`config.mk`:
```
export PLATFORM = sky130hd
export DESIGN_NAME = lsu_mem_adapter_flat
export DESIGN_NICKNAME = d
export VERILOG_FILES = /design/src/rtl/lsu_mem_adapter_if.sv /design/src/rtl/lsu_mem_adapter.sv /design/src/flat_wrapper.sv
export SDC_FILE = /design/constraint.sdc
export NUM_CORES = 1
export LEC_CHECK = 0
export ABC_CLOCK_PERIOD_IN_PS = 3100
export BUFFER_PORTS_ARGS = -buffer_cell sky130_fd_sc_hd__buf_2
export CAP_MARGIN = 20
export CORE_UTILIZATION = 45
export DETAILED_ROUTE_END_ITERATION = 10
export GPL_ROUTABILITY_DRIVEN = 0
export PLACE_DENSITY = 0.75
export SLEW_MARGIN = 0
export SYNTH_ARGS = -nofsm -noshare
export SYNTH_HDL_FRONTEND = slang
export SYNTH_SLANG_ARGS = --single-unit
```
`constraint.sdc`:
```
create_clock -name clk -period 3.1 [get_ports clk]
set_input_delay 0.62 -clock clk [delete_from_list [all_inputs] [get_ports clk]]
set_output_delay 0.62 -clock clk [all_outputs]
set_load 0.005 [all_outputs]
```
`src/rtl/lsu_mem_adapter_if.sv`:
```
// Core load/store request/response channel plus the data-memory port of lsu_mem_adapter.
// slave = adapter view, master = core/memory (environment) view.
interface lsu_mem_adapter_if;
    logic        req_valid;
    logic        req_ready;
    logic        req_we;
    logic [1:0]  req_size;
    logic        req_unsigned;
    logic [31:0] req_addr;
    logic [31:0] req_wdata;
    logic        resp_valid;
    logic [31:0] resp_rdata;
    logic        resp_err;
    logic [31:0] mem_addr;
    logic [31:0] mem_wdata;
    logic        mem_we;
    logic [31:0] mem_rdata;

    modport slave (
        input  req_valid, req_we, req_size, req_unsigned, req_addr, req_wdata, mem_rdata,
        output req_ready, resp_valid, resp_rdata, resp_err, mem_addr, mem_wdata, mem_we
    );

    modport master (
        output req_valid, req_we, req_size, req_unsigned, req_addr, req_wdata, mem_rdata,
        input  req_ready, resp_valid, resp_rdata, resp_err, mem_addr, mem_wdata, mem_we
    );
endinterface

```
`src/rtl/lsu_mem_adapter.sv`:
```
// Load/store unit to word-organised data memory adapter with sub-word read-modify-write.
// Build option: define LSU_MISALIGN_TRAP_EN to fault misaligned half/word accesses instead of aligning down.
module lsu_mem_adapter #(
    parameter int ADDR_WORDS = 256
) (
    input  logic             clk,
    input  logic             rst,
    lsu_mem_adapter_if.slave bus
);
    localparam logic [31:0] WORD_LIMIT = 32'(ADDR_WORDS);

    typedef enum logic [1:0] {
        ST_IDLE  = 2'd0,
        ST_READ  = 2'd1,
        ST_WRITE = 2'd2,
        ST_DONE  = 2'd3
    } state_t;

    state_t      state_r;
    state_t      state_s;
    logic        we_r;
    logic [1:0]  size_r;
    logic        unsigned_r;
    logic [1:0]  lane_r;
    logic [29:0] widx_r;
    logic [31:0] wdata_r;
    logic [31:0] rdata_r;
    logic        err_r;
    logic        misalign_s;
    logic        illegal_s;

    function automatic logic [31:0] load_extract(input logic [31:0] word, input logic [1:0] size,
                                                 input logic [1:0] lane, input logic zext);
        logic [7:0]  b;
        logic [15:0] h;
        logic [31:0] res;
        case (lane)
            2'd0:    b = word[7:0];
            2'd1:    b = word[15:8];
            2'd2:    b = word[23:16];
            default: b = word[31:24];
        endcase
        h = lane[1] ? word[31:16] : word[15:0];
        case (size)
            2'b00:   res = zext ? {24'h000000, b} : {{24{b[7]}}, b};
            2'b01:   res = zext ? {16'h0000, h} : {{16{h[15]}}, h};
            default: res = word;
        endcase
        return res;
    endfunction

    function automatic logic [31:0] store_merge(input logic [31:0] old, input logic [31:0] data,
                                                input logic [1:0] size, input logic [1:0] lane);
        logic [31:0] res;
        res = old;
        case (size)
            2'b00: begin
                case (lane)
                    2'd0:    res[7:0]   = data[7:0];
                    2'd1:    res[15:8]  = data[7:0];
                    2'd2:    res[23:16] = data[7:0];
                    default: res[31:24] = data[7:0];
                endcase
            end
            2'b01: begin
                if (lane[1]) res[31:16] = data[15:0];
                else         res[15:0]  = data[15:0];
            end
            default: res = data;
        endcase
        return res;
    endfunction

`ifdef LSU_MISALIGN_TRAP_EN
    // Misaligned half/word accesses fault.
    always_comb begin
        if (bus.req_size == 2'b01)      misalign_s = bus.req_addr[0];
        else if (bus.req_size == 2'b10) misalign_s = (bus.req_addr[1:0] != 2'b00);
        else                            misalign_s = 1'b0;
    end
`else
    assign misalign_s = 1'b0;
`endif

    assign illegal_s = (bus.req_size == 2'b11)
                     || ({2'b00, bus.req_addr[31:2]} >= WORD_LIMIT)
                     || misalign_s;

    // State register.
    always_ff @(posedge clk or posedge rst) begin
        if (rst) state_r <= ST_IDLE;
        else     state_r <= state_s;
    end

    // Next-state logic; only word stores skip the read phase.
    always_comb begin
        state_s = state_r;
        case (state_r)
            ST_IDLE: begin
                if (!bus.req_valid)                          state_s = ST_IDLE;
                else if (illegal_s)                          state_s = ST_DONE;
                else if (bus.req_we && bus.req_size == 2'b10) state_s = ST_WRITE;
                else                                         state_s = ST_READ;
            end
            ST_READ: begin
                if (we_r) state_s = ST_WRITE;
                else      state_s = ST_DONE;
            end
            ST_WRITE: state_s = ST_DONE;
            ST_DONE:  state_s = ST_IDLE;
            default:  state_s = ST_IDLE;
        endcase
    end

    // Outputs decoded from registered state and registered datapath only.
    always_comb begin
        bus.req_ready  = 1'b0;
        bus.resp_valid = 1'b0;
        bus.resp_err   = 1'b0;
        bus.resp_rdata = rdata_r;
        bus.mem_we     = 1'b0;
        bus.mem_addr   = 32'h0000_0000;
        bus.mem_wdata  = 32'h0000_0000;
        case (state_r)
            ST_IDLE: bus.req_ready = 1'b1;
            ST_READ: bus.mem_addr  = {2'b00, widx_r};
            ST_WRITE: begin
                bus.mem_we    = 1'b1;
                bus.mem_addr  = {2'b00, widx_r};
                bus.mem_wdata = wdata_r;
            end
            ST_DONE: begin
                bus.resp_valid = 1'b1;
                bus.resp_err   = err_r;
            end
            default: bus.req_ready = 1'b0;
        endcase
    end

    // Request latch, read capture/merge and response data; resp data changes only on entry to DONE.
    always_ff @(posedge clk or posedge rst) begin
        if (rst) begin
            we_r       <= 1'b0;
            size_r     <= 2'b00;
            unsigned_r <= 1'b0;
            lane_r     <= 2'b00;
            widx_r     <= 30'h0;
            wdata_r    <= 32'h0000_0000;
            rdata_r    <= 32'h0000_0000;
            err_r      <= 1'b0;
        end else begin
            case (state_r)
                ST_IDLE: begin
                    if (bus.req_valid) begin
                        we_r       <= bus.req_we;
                        size_r     <= bus.req_size;
                        unsigned_r <= bus.req_unsigned;
                        lane_r     <= bus.req_addr[1:0];
                        widx_r     <= bus.req_addr[31:2];
                        wdata_r    <= bus.req_wdata;
                        err_r      <= illegal_s;
                        if (illegal_s) rdata_r <= 32'h0000_0000;
                    end
                end
                ST_READ: begin
                    if (we_r) wdata_r <= store_merge(bus.mem_rdata, wdata_r, size_r, lane_r);
                    else      rdata_r <= load_extract(bus.mem_rdata, size_r, lane_r, unsigned_r);
                end
                ST_WRITE: rdata_r <= 32'h0000_0000;
                default: ;
            endcase
        end
    end
endmodule

```
`src/flat_wrapper.sv`:
```
// flat-port wrapper written by rule: the top's interface ports become plain ports
module lsu_mem_adapter_flat 
#(
    parameter int ADDR_WORDS = 256
)
  (clk, rst, bus_req_valid, bus_req_we, bus_req_size, bus_req_unsigned, bus_req_addr, bus_req_wdata, bus_mem_rdata, bus_req_ready, bus_resp_valid, bus_resp_rdata, bus_resp_err, bus_mem_addr, bus_mem_wdata, bus_mem_we);
  lsu_mem_adapter_if bus_i ();
  input  logic clk;
  input  logic rst;
  input wire logic [$bits(bus_i.req_valid)-1:0] bus_req_valid;
  input wire logic [$bits(bus_i.req_we)-1:0] bus_req_we;
  input wire logic [$bits(bus_i.req_size)-1:0] bus_req_size;
  input wire logic [$bits(bus_i.req_unsigned)-1:0] bus_req_unsigned;
  input wire logic [$bits(bus_i.req_addr)-1:0] bus_req_addr;
  input wire logic [$bits(bus_i.req_wdata)-1:0] bus_req_wdata;
  input wire logic [$bits(bus_i.mem_rdata)-1:0] bus_mem_rdata;
  output wire logic [$bits(bus_i.req_ready)-1:0] bus_req_ready;
  output wire logic [$bits(bus_i.resp_valid)-1:0] bus_resp_valid;
  output wire logic [$bits(bus_i.resp_rdata)-1:0] bus_resp_rdata;
  output wire logic [$bits(bus_i.resp_err)-1:0] bus_resp_err;
  output wire logic [$bits(bus_i.mem_addr)-1:0] bus_mem_addr;
  output wire logic [$bits(bus_i.mem_wdata)-1:0] bus_mem_wdata;
  output wire logic [$bits(bus_i.mem_we)-1:0] bus_mem_we;
  assign bus_i.req_valid = bus_req_valid;
  assign bus_i.req_we = bus_req_we;
  assign bus_i.req_size = bus_req_size;
  assign bus_i.req_unsigned = bus_req_unsigned;
  assign bus_i.req_addr = bus_req_addr;
  assign bus_i.req_wdata = bus_req_wdata;
  assign bus_i.mem_rdata = bus_mem_rdata;
  assign bus_req_ready = bus_i.req_ready;
  assign bus_resp_valid = bus_i.resp_valid;
  assign bus_resp_rdata = bus_i.resp_rdata;
  assign bus_resp_err = bus_i.resp_err;
  assign bus_mem_addr = bus_i.mem_addr;
  assign bus_mem_wdata = bus_i.mem_wdata;
  assign bus_mem_we = bus_i.mem_we;
  lsu_mem_adapter #(.ADDR_WORDS(ADDR_WORDS)) u_core (.clk(clk), .rst(rst), .bus(bus_i));
endmodule
```
### After elaboration in Yosys (flattened, before gate mapping)

Index checks and enable logic that the tools add are counted.

* register bits after elaboration: 103
* bits of input ports: 103
* output and inout port bits: 100
* logic and storage cells: 71

* magnitude comparators: 1
* equal/unequal tests: 15
* mux-type cells: 30
* reductions and logical operators: 14

Operator list (number)
* 32-bit two-way mux: 8
* 32-bit one-hot mux with 2 select lines: 3
* 32-bit one-hot mux with 3 select lines: 1
* 16-bit two-way mux: 3
* 8-bit two-way mux: 4
* 30-bit by 9-bit >= comparator with 1-bit output, second input constant: 1
* 30-bit two-way mux: 1
* 8-bit one-hot mux with 3 select lines: 1
* 2-bit equality test, second input constant: 5
* 2-bit one-hot mux with 4 select lines: 1
* 4-bit AND reduction: 2
* 2-bit by 1-bit equality test with 1-bit output, second input constant: 3
* 2-bit logical NOT: 3
* 2-bit two-way mux: 3
* 3-bit != test, second input constant: 2
* 6-bit AND reduction: 1
* 1-bit two-way mux: 5
* 5-bit AND reduction: 1
* 2-bit by 1-bit != test with 1-bit output, second input constant: 2
* 2-bit != test, second input constant: 2
* 3-bit by 2-bit != test with 1-bit output, second input constant: 1
* 3-bit nonzero test: 1
* 3-bit OR reduction: 1
* 2-bit AND reduction: 1
* other kinds (4): 4

### Logic depth before layout (Yosys ltp)

Gate-level depths: netlist (run 1).

* word-level depth: 6
* mapped depth: 9
* depth with buffers taken out: 7

### Least setup slack after synthesis (run 1)

OpenSTA, ideal clock, no wires.

* path type: input -> register
* from: input port bus_req_addr[28]
* to: register u_core.rdata_r[7], in the netlist u_core.bus.resp_rdata[7]
* library setup time: 0.125 ns
* arrival: 1.978 ns
* data required time: 2.975 ns
* setup slack: 0.997 ns
* stages: 6
* path buffers: 1
* cells stage by stage: nor4_1 nand4_1 o21ai_0 a221oi_2 buf_4 mux2_2

* cells in the longest elaborated chain, start to end: 4

Ends and longest elaborated chain
* start: declaration: RTL line flat_wrapper.sv:14 `input wire logic [$bits(bus_i.req_addr)-1:0] bus_req_addr;`
* 30-bit by 9-bit >= comparator with 1-bit output: RTL line lsu_mem_adapter.sv:86 `|| ({2'b00, bus.req_addr[31:2]} >= WORD_LIMIT)`
* 1-bit logical OR: RTL line lsu_mem_adapter.sv:86
* 2-bit by 1-bit != test with 1-bit output (no source line)
* 4-bit AND reduction (no source line)
* end signal: assignment: RTL line lsu_mem_adapter.sv:167 `else rdata_r <= load_extract(bus.mem_rdata, size_r, lane_r, unsigned_r);`
* end: declaration: RTL line lsu_mem_adapter.sv:27 `logic [31:0] rdata_r;`

No other way between the ends.
A chain may end at the register's enable or synchronous reset.

### Worst setup path after layout (run 1)

* from: register u_core.state_r[0]
* to: output port bus_mem_addr[10]

* cells in the longest elaborated chain, start to end: 3
* elaborated cells between the ends (all ways): 4
* those cells by class: eq/ne (2); mux (1); reduce/logical (1)

Ends and longest elaborated chain
* start: declaration: RTL line lsu_mem_adapter.sv:19 `state_t state_r;`
* start signal: assignment: RTL line lsu_mem_adapter.sv:92 `else state_r <= state_s;`
* 2-bit by 1-bit equality test with 1-bit output or 2-bit equality test (tied branches): RTL line lsu_mem_adapter.sv:124 `case (state_r)`
* 2-bit OR reduction (no source line) (*)
* 30-bit two-way mux (*): RTL line lsu_mem_adapter.sv:124
* end: declaration: RTL line flat_wrapper.sv:21 `output wire logic [$bits(bus_i.mem_addr)-1:0] bus_mem_addr;`

Mark *: on every way between the ends. The rest lies on a longest branch, timed or not.

==> impl_metrics.tcl, run 1 <==
set metrics [dict create \
    run_status "finished, final reports clean" \
    flow.area_growth_from_synthesis_pct 25.4 \
    number_of_antenna_violations_at_the_first_check_in_global_routing 1 \
    drt-vias-per-instance 5.48 \
    clk_path_buf_depth 2 \
    grt_setup_unrepaired "false" \
    io_buffer_count 200 \
    core_um2 12100 \
    grt_start_max_net_pins 74 \
    drive_gt1_share_pct 38.8 \
    synthesis.yosys.warnings 0 \
    ys_ff_latch 103 \
    leakagePower_nw 3.65 \
    first_pass_grt_wire_length_um 26200 \
    final_hpwl_from_detailed_placement_um 12400 \
    finalHoldViolCount 0 \
    totalWireLength_um 16500 \
    fmax_mhz 390 \
    critical-path-max-stage-delay_ps 730 \
    final.min_clock_period_ps 2560 \
    totalNegativeSetupSlack_ps 0 \
    postLayoutCoreUtil_pct 58.2 \
    drt_first_iter_violations 359 \
    path_class "reg -> out" \
    avg_cell_area_syn_um2 10.3 \
    cts_inserted_buffers 9 \
    placement_rows 40 \
    worst-slew-pin-transition_ps 828 \
    multi_input_area_um2 2800 \
    dieArea_um2 12900 \
    drt.antenna.violating_nets 0 \
    cts.hold.buffers_added 0 \
    timing.critical_path.slowest_stage_cell "ha_1" \
    ys_seq_area_share_pct 45.9 \
    grt_pass1_vias 4898 \
    drtPass1Iterations 5 \
    final.setup.worst_slack_ps 536 \
    synthesis.area_um2 5620 \
    worst-endpoint-arrival_ps 1940 \
    cts.repair_timing.setup_buffer_count 0 \
    share_clk_of_total_power_pct 15.7 \
    clk_pin_slew_ps 70 \
    cts.sinks 103 \
    intPower_mw 4.37 \
    fp.dieW_um 114 \
    clockRootBuffer "clkbuf_16" \
    timing.hold.ws_ps 368 \
    critical_path_rt_ps 2480 \
    start_util_pct 46.4 \
    crit_path_end_kind "output port" \
    relSlewSlack_pct 44.8 \
    final-max-slew-violation-count 0 \
    post_synth_inst_count 546 \
    tritoncts_clock_tree "done" \
    global_routing_usage_summed_across_all_routing_layers_pct 26.6 \
    power.density_nw_per_um2 1050 \
    largest_driver_fanout_on_the_critical_path 31 \
    layout_common_cells "200 x buf_2, 103 x dfrtp_1, 64 x and2_1" \
    max-cap-violations 0 \
    fin_worst_skew_ps 11.6 \
    irDropWorstVdd_mv 0.548 \
    io_pins 203 \
    finalSetupViolations 0 \
    seqPwrFrac_pct 32.9 \
    global_route.overflow_total 0 \
    final-seq-area_um2 2580 \
    clk_latency_ps 350 \
    routed-via-count 4931 \
    post_route_clock_period_utilization_pct 82.7 \
    cts.repair.resized 0 \
    power.combinational.fraction_pct 51.3 \
    critPathLaunchType "register" \
    most_frequent_standard_cell_in_the_layout_excluding_fill_and_tap_cells "buf_2" \
    place_ws_ps 584 \
    synthDistinctLibCells 45 \
    crit_path_cell_trace "inv_1 > ha_1 > and2_1 > buf_2" \
    route.detailed.wl_per_inst_um 18.4 \
    post-route-drc-count 0 \
    power_switching_share_pct 40.8 \
    filler_cell_count 1082 \
    fp.dieH_um 114 \
    layout.nets 832 \
    hold_path.class "in -> async" \
    switching_power_mw 3.01 \
    cts_htree_levels 3 \
]
-- metrics by stage --
stage	std cells	power, mW	cell area (um2)
after floorplan	547	4.94	5630
after global placement	882	6.07	6740
after detailed placement	882	6.21	6740
after CTS	898	7.40	7040
after global routing	898	7.94	7040
final	900	7.38	7040
-- layer usage --
layer  vias up  track usage, %  share of wire (%)
met4         0            11.8                3.3
met2       242            42.0                 46
li1       2310               -                  -
met1      2335            34.2                 42
met3        44            7.39                8.8
met5         -               0                  0
-- final cells by class --
class / count / share of cell area, %
multi-input combinational: 385 / 39.8
sequential: 103 / 36.6
timing repair buffer: 208 / 15.2
clock buffer: 9 / 3.20
tap: 168 / 2.98
clock inverter: 7 / 1.12
inverter: 18 / 1.01
antenna: 2 / 0.0710
-- sequential cells by signal, summed over array words and instances (netlist names) --
register and count:
u_core.bus.resp_rdata 32, u_core.wdata_r 32, u_core.widx_r 30, u_core.lane_r 2
u_core.size_r 2, u_core.state_r 2, u_core.err_r 1, u_core.unsigned_r 1
u_core.we_r 1
-- path summary, 6_finish.rpt --
kind,cells past startpoint,end,startpoint,slack [ps]
max,4,bus_mem_addr[10],u_core.state_r[0],540
min,2,u_core.widx_r[12],rst,370
max reg2reg,5,u_core.wdata_r[6],u_core.state_r[1],870
min reg2reg,1,u_core.wdata_r[20],u_core.wdata_r[20],470
max in group asynchronous,3,u_core.wdata_r[16],rst,1950
min in group clk,1,u_core.wdata_r[20],u_core.wdata_r[20],470
-- synthesized netlist by cell type (all sizes together) --
| library cell | n | area [um2] |
|---|---|---|
| dfrtp | 103 | 2580 |
| and2 | 64 | 400 |
| mux2 | 51 | 574 |
| nor2 | 47 | 176 |
| mux2i | 35 | 350 |
| clkbuf | 31 | 116 |
| nand2 | 31 | 116 |
| o21ai | 24 | 120 |
| a211oi | 17 | 128 |
| a21o | 17 | 128 |
| inv | 17 | 63.8 |
| o2bb2ai | 17 | 149 |
| buf | 10 | 67.6 |
| a221oi | 9 | 85.1 |
| a21oi | 8 | 43.8 |
| a22o | 8 | 70.1 |
| o31ai | 8 | 60.1 |
| o221ai | 7 | 61.3 |
| nor4 | 6 | 37.5 |
| a31oi | 4 | 25.0 |
| ha | 4 | 50.1 |
| nor2b | 4 | 25.0 |
| a22oi | 3 | 22.5 |
| o31a | 3 | 26.3 |
| nand2b | 2 | 12.5 |
| o211ai | 2 | 15.0 |
| o21a | 2 | 15.0 |
| a2111o | 1 | 12.5 |
| a221o | 1 | 10.0 |
| a31o | 1 | 8.76 |
| a41o | 1 | 10.0 |
| and3b | 1 | 8.76 |
| clkinv | 1 | 3.75 |
| conb | 1 | 3.75 |
| mux4 | 1 | 22.5 |
| nand3 | 1 | 5.00 |
| nand4 | 1 | 6.26 |
| nor3 | 1 | 5.00 |
| o22ai | 1 | 6.26 |
-- critical path: cells and delay by family, from the launching register on --
family / cells / cell delay [ps]
buf+inv: 2 / 200
fa+ha+maj: 1 / 730
simple gates: 1 / 270
flops: 1 / 380
-- power groups by stage --
| stage | clock network [mW] | logic (mW) | registers [mW] |
|---|---|---|---|
| floorplan | 0 | 2.69 | 2.25 |
| CTS | 1.18 | 3.80 | 2.42 |
| finish | 1.16 | 3.79 | 2.43 |
| global placement | 0 | 3.67 | 2.41 |
| detailed placement | 0 | 3.78 | 2.43 |
| global route | 1.23 | 4.20 | 2.50 |
-- kinds of logic (layout without fill, tap and decap cells) --
family	count (synthesis)	after routing	share of synthesized area, %
other cells	1	4	0.0667
compound gates	134	134	17.7
simple gates	158	158	14.1
fa+ha+maj	4	4	0.891
buf+inv	59	242	4.48
flops	103	103	45.9
mux	87	87	16.9
No activity file was read; power rests on OpenSTA's default activity.
==> inputs of run 2 (changes only) <==
--- a/config.mk
+++ b/config.mk
@@ -5,13 +5,13 @@
 export SDC_FILE = /design/constraint.sdc
 export NUM_CORES = 1
 export LEC_CHECK = 0
-export ABC_CLOCK_PERIOD_IN_PS = 3100
+export ABC_CLOCK_PERIOD_IN_PS = 2400
 export BUFFER_PORTS_ARGS = -buffer_cell sky130_fd_sc_hd__buf_2
 export CAP_MARGIN = 20
-export CORE_UTILIZATION = 45
+export CORE_UTILIZATION = 50
 export DETAILED_ROUTE_END_ITERATION = 10
 export GPL_ROUTABILITY_DRIVEN = 0
-export PLACE_DENSITY = 0.75
+export PLACE_DENSITY = 0.79
 export SLEW_MARGIN = 0
 export SYNTH_ARGS = -nofsm -noshare
 export SYNTH_HDL_FRONTEND = slang
==> constraint.sdc (replaced) <==
create_clock -name clk -period 2.4 [get_ports clk]
set_input_delay 0.48 -clock clk [delete_from_list [all_inputs] [get_ports clk]]
set_output_delay 0.48 -clock clk [all_outputs]
set_load 0.005 [all_outputs]
==> run 2 against run 1 <==
  * Non-clock buffer count up 10
  * Clock power down 10%
  * Clock-buffer cell count unchanged
  * Sequential cell count unchanged
  * Register-to-register slack worse by 580 ps
  * Power up 26%
  * Sequential power up 30%
  * Setup slack worse by 300 ps
  * Critical path type is now in -> reg
  * Largest cell class unchanged
  * Largest power group unchanged
==> impl_metrics.tcl, run 2 (same netlist as run 1, synthesis figures left out) <==
set metrics [dict create \
    grt_setup_unrepaired "false" \
    crit_path_end_kind "register" \
    power.density_nw_per_um2 1330 \
    timing.critical_path.slowest_stage_cell "nor4_1" \
    number_of_antenna_violations_at_the_first_check_in_global_routing 0 \
    drt_first_iter_violations 476 \
    crit_path_cell_trace "buf_2 > nor4_1 > nand4_1 > o21ai_0 > a221oi_4 > mux2_2" \
    core_um2 10900 \
    post_dp_cell_area_um2 6810 \
    global_routing_usage_summed_across_all_routing_layers_pct 28.4 \
    drt.antenna.violating_nets 0 \
    grt_pass1_vias 4814 \
    layout.nets 842 \
    final_hpwl_from_detailed_placement_um 12400 \
    m1WireLength_um 6910 \
    route.top_layer_used "met4" \
    critical-path-max-stage-delay_ps 490 \
    drive_gt1_share_pct 39.6 \
    max-cap-violations 0 \
    irDropWorstVdd_mv 0.700 \
    hold_path.class "in -> async" \
    final.min_clock_period_ps 2160 \
    cts.hold.buffers_added 0 \
    global_route.overflow_total 0 \
    most_frequent_standard_cell_in_the_layout_excluding_fill_and_tap_cells "buf_2" \
    fin_worst_skew_ps 9.07 \
    leakagePower_nw 3.66 \
    fp.dieH_um 108 \
    post_route_clock_period_utilization_pct 90.2 \
    dieArea_um2 11700 \
    fmax_mhz 462 \
    critical_path_rt_ps 2650 \
    flow.area_growth_from_synthesis_pct 24.8 \
    cts_htree_levels 3 \
    path_class "in -> reg" \
    clockRootBuffer "clkbuf_8" \
    relSlewSlack_pct 52.0 \
    clk_path_buf_depth 2 \
    r2r-end "u_core.wdata_r[13]" \
    start_util_pct 51.6 \
    cts.sinks 103 \
    grt_start_max_net_pins 67 \
    finalHoldViolCount 0 \
    crit-reg2reg-launch "u_core.size_r[1]" \
    worst-endpoint-arrival_ps 2420 \
    layout_common_cells "200 x buf_2, 103 x dfrtp_1, 64 x and2_1" \
    post-route-drc-count 0 \
    critPathLaunchType "input port" \
    clk_pin_slew_ps 100 \
    final-max-slew-violation-count 0 \
    r2r.worst_path.cells 5 \
    totalWireLength_um 16200 \
    finalSetupViolations 0 \
    run_status "finished, final reports clean" \
    route.detailed.wl_per_inst_um 18.4 \
    io_buffer_count 200 \
    n_antenna_cell 0 \
    fp.dieW_um 108 \
    largest_driver_fanout_on_the_critical_path 12 \
    io_pins 203 \
    drtPass1Iterations 5 \
    drt-vias-per-instance 5.79 \
    clk_latency_ps 370 \
    fin_total_pwr_mw 9.31 \
    routed-via-count 5097 \
    met3RoutedLength_um 1410 \
    worst-slew-pin-transition_ps 719 \
    timing.reg2reg.setup_slack_ps 290 \
    cts.repair_timing.setup_buffer_count 0 \
    placement_rows 38 \
    cts_inserted_buffers 9 \
    first_pass_grt_wire_length_um 25100 \
    post-route-cell-area_um2 7020 \
    met2_layer_wire_length_in_the_routed_design_um 7430 \
    tritoncts_clock_tree "done" \
]
==> run 2: cell types whose count changed in the layout (fill, tap and decap cells not counted), moves of 2 or more <==
| cell | previous run | this run |
|---|---|---|
| diode_2 | 2 | 0 |
| buf_4 | 7 | 13 |
| inv_6 | 2 | 4 |
| clkinv_4 | 3 | 0 |
| clkbuf_16 | 9 | 0 |
| buf_12 | 1 | 4 |
| clkbuf_8 | 0 | 9 |
==> run 2: critical path, delay by kind of cell <==
family          cells  cell delay (ps)
simple gates        2              770
buf+inv             1              110
mux                 1              330
compound gates      2              730
==> run 2: how the worst max path moves through the flow <==
| stage | cells after the start | slack, ps | endpoint | startpoint |
|---|---|---|---|---|
| after global routing | 5 | 110 | u_core.wdata_r[28] | u_core.size_r[1] |
| after floorplan | 9 | 380 | u_core.wdata_r[15] | u_core.state_r[1] |
| after detailed placement | 6 | -120 | u_core.bus.resp_rdata[11] | bus_req_addr[29] |
| after global placement | 6 | -30 | u_core.bus.resp_rdata[14] | bus_req_addr[29] |
| after CTS | 4 | 100 | u_core.bus.resp_rdata[11] | u_core.state_r[0] |
| final | 6 | 240 | u_core.bus.resp_rdata[11] | bus_req_addr[29] |
==> run 2: repair_timing <==
item | CTS | global route
endpoints found under the setup margin | 0 | 9
endpoints found under the hold margin | 0 | 0
gates resized for setup | 0 | 2
==> run 2: per-layer routing <==
layer	track usage, %	vias up
met4	11.7	0
li1	-	2324
met5	0	-
met1	39.5	2471
met2	44.4	269
met3	4.46	33
==> run 2: report_power, final <==
| part | leakage, nW | internal (mW) | switching (mW) |
|---|---|---|---|
| Combinational | 2.27 | 2.47 | 2.65 |
| Sequential | 1.29 | 2.52 | 0.641 |
| Clock | 0.0938 | 0.399 | 0.636 |
==> run 2: metrics by stage <==
stage / setup TNS, ps / util, % / setup slack (ps) / hold WS [ps] / instances
after global routing: 0 / 64.4 / 113 / 245 / 880
after detailed placement: -1390 / 62.6 / -117 / 460 / 864
after CTS: 0 / 64.3 / 104 / 212 / 880
after global placement: -305 / 62.6 / -34.5 / 452 / 864
after floorplan: 0 / - / 385 / 440 / 547
final: 0 / 64.4 / 236 / 201 / 880
==> run 2: layout make-up <==
class                           count  area (um2)
Clock buffer                        9         124
Tap cell                          140         175
Clock inverter                      7        63.8
Sequential cell                   103        2580
Timing Repair Buffer              218        1190
Multi-Input combinational cell    385        2810
Fill cell                         886        3870
Inverter                           18        71.3
==> inputs of run 3 (changes only) <==
--- a/config.mk
+++ b/config.mk
@@ -5,7 +5,7 @@
 export SDC_FILE = /design/constraint.sdc
 export NUM_CORES = 1
 export LEC_CHECK = 0
-export ABC_CLOCK_PERIOD_IN_PS = 2400
+export ABC_CLOCK_PERIOD_IN_PS = 2300
 export BUFFER_PORTS_ARGS = -buffer_cell sky130_fd_sc_hd__buf_2
 export CAP_MARGIN = 20
 export CORE_UTILIZATION = 50
==> constraint.sdc (replaced) <==
create_clock -name clk -period 2.3 [get_ports clk]
set_input_delay 0.46 -clock clk [delete_from_list [all_inputs] [get_ports clk]]
set_output_delay 0.46 -clock clk [all_outputs]
set_load 0.005 [all_outputs]
==> run 3 against run 2 <==
  * Die area stayed put
  * Sequential power is 4% higher
  * Critical path type is now reg -> out
  * Sequential share of layout area is 0.20 points lower
  * Design area is 0.55% higher
  * Via count is 0.73% lower
  * Sequential cell count stayed put
  * Global-route usage is 0.059 points lower
  * Routed wire length is 0.15% higher
  * Critical path depth is 1 lower
  * Combinational power is 4.9% higher
  * Final cell count is 0.34% higher
==> impl_metrics.tcl, run 3 (same netlist as run 1, synthesis figures left out) <==
set metrics [dict create \
    fin_worst_skew_ps 18.9 \
    timing.critical_path.slowest_stage_cell "dfrtp_1" \
    leakagePower_nw 3.68 \
    critical-path-max-stage-delay_ps 400 \
    route.detailed.wl_per_inst_um 18.3 \
    cts_htree_levels 3 \
    totalWireLength_um 16200 \
    grt_start_max_net_pins 104 \
    most_frequent_standard_cell_in_the_layout_excluding_fill_and_tap_cells "buf_2" \
    timing.reg2reg.setup_slack_ps 200 \
    drt_first_iter_violations 476 \
    max-cap-violations 0 \
    io_pins 203 \
    tritoncts_clock_tree "done" \
    finalSetupViolations 0 \
    fmax_mhz 466 \
    start_util_pct 51.6 \
    met2_layer_wire_length_in_the_routed_design_um 7630 \
    r2r-end "u_core.wdata_r[19]" \
    cts_inserted_buffers 9 \
    global_routing_usage_summed_across_all_routing_layers_pct 28.4 \
    post_dp_cell_area_um2 6840 \
    drt.antenna.violating_nets 0 \
    drt-vias-per-instance 5.73 \
    run_status "finished, final reports clean" \
    multi_input_area_um2 2810 \
    critical_path_rt_ps 1840 \
    routed-via-count 5060 \
    fp.dieH_um 108 \
    met3RoutedLength_um 1550 \
    final.min_clock_period_ps 2140 \
    relSlewSlack_pct 51.8 \
    irDropWorstVdd_mv 0.721 \
    filler_cell_count 913 \
    post-route-drc-count 0 \
    cts.hold.buffers_added 0 \
    clk_latency_ps 380 \
    power.density_nw_per_um2 1400 \
    grt_pass1_vias 4886 \
    setup.worst_path.start "u_core.state_r[0]" \
    layout.nets 845 \
    cts.sinks 103 \
    finalHoldViolCount 0 \
    path_class "reg -> out" \
    final_hpwl_from_detailed_placement_um 12100 \
    post_route_clock_period_utilization_pct 93.2 \
    postLayoutCoreUtil_pct 64.8 \
    crit_path_cell_trace "inv_1 > ha_1 > buf_4 > and2_1 > buf_2" \
    crit-reg2reg-launch "u_core.size_r[1]" \
    dieArea_um2 11700 \
    m1WireLength_um 6680 \
    crit_path_end_kind "output port" \
    worst-endpoint-arrival_ps 1680 \
    post-route-cell-area_um2 7050 \
    final-seq-area_um2 2580 \
    flow.area_growth_from_synthesis_pct 25.5 \
    io_buffer_count 200 \
    hold_path.class "in -> async" \
    final-max-slew-violation-count 0 \
    r2r.worst_path.cells 5 \
    worst-slew-pin-transition_ps 722 \
    n_antenna_cell 0 \
    route.top_layer_used "met4" \
    clockRootBuffer "clkbuf_8" \
    layout_common_cells "200 x buf_2, 103 x dfrtp_1, 64 x and2_1" \
    crit_path_end "bus_mem_addr[2]" \
    first_pass_grt_wire_length_um 25100 \
    number_of_antenna_violations_at_the_first_check_in_global_routing 0 \
    clk_path_buf_depth 2 \
    largest_driver_fanout_on_the_critical_path 31 \
    global_route.overflow_total 0 \
    clk_pin_slew_ps 110 \
    fp.dieW_um 108 \
    core_um2 10900 \
    drive_gt1_share_pct 39.7 \
    grt_setup_unrepaired "false" \
    placement_rows 38 \
    drtPass1Iterations 5 \
    critPathLaunchType "register" \
]
## run 3: per-layer routing
layer  global-route usage (%)  vias up
li1                         -     2328
met1                     38.1     2445
met2                     43.7      259
met3                     7.29       28
met4                     11.5        0
met5                        0        -
## run 3: area by class of cell
| cell class | count | share of cell area (%) |
|---|---|---|
| multi-input combinational | 385 | 39.9 |
| sequential | 103 | 36.5 |
| timing repair buffer | 221 | 17.2 |
| tap | 140 | 2.48 |
| clock buffer | 10 | 1.81 |
| clock inverter | 6 | 1.08 |
| inverter | 18 | 1.01 |
## run 3: worst min path at each step
stage,start,to,cells after the start
after global routing,rst,u_core.bus.resp_rdata[26],3
after CTS,rst,u_core.bus.resp_rdata[16],3
after detailed placement,u_core.wdata_r[18],u_core.wdata_r[18],1
final,rst,u_core.bus.resp_rdata[26],3
after floorplan,u_core.wdata_r[31],u_core.wdata_r[31],2
after global placement,u_core.wdata_r[30],u_core.wdata_r[30],2
## run 3: what timing repair did
item	CTS	global route
setup endpoints to repair	0	21
setup buffers	0	0
gates resized for setup	0	2
## run 3: critical path, delay by kind of cell, from the launching register on
family | cells | cell delay (ps)
adders and majority gates | 1 | 280
DFF | 1 | 400
and+or+nand+nor | 1 | 180
buffers and inverters | 3 | 440
## run 3: metrics by stage
step                      cells  worst slack, ps  power, mW  TNS (ps)  hold slack (ps)
after floorplan             547              285       6.66         0              440
after CTS                   883             69.8       9.83         0              243
after detailed placement    867             -169       8.62     -2160              459
after global placement      867             -111       8.42     -1120              452
final                       883              155       9.84         0              217
after global routing        883             45.2       10.6         0              272
## run 3: power by group
group,switching (mW),internal [mW],leakage [nW]
clock,0.669,0.524,0.103
combinational,2.75,2.61,2.29
sequential,0.662,2.63,1.29
total,4.08,5.76,3.68
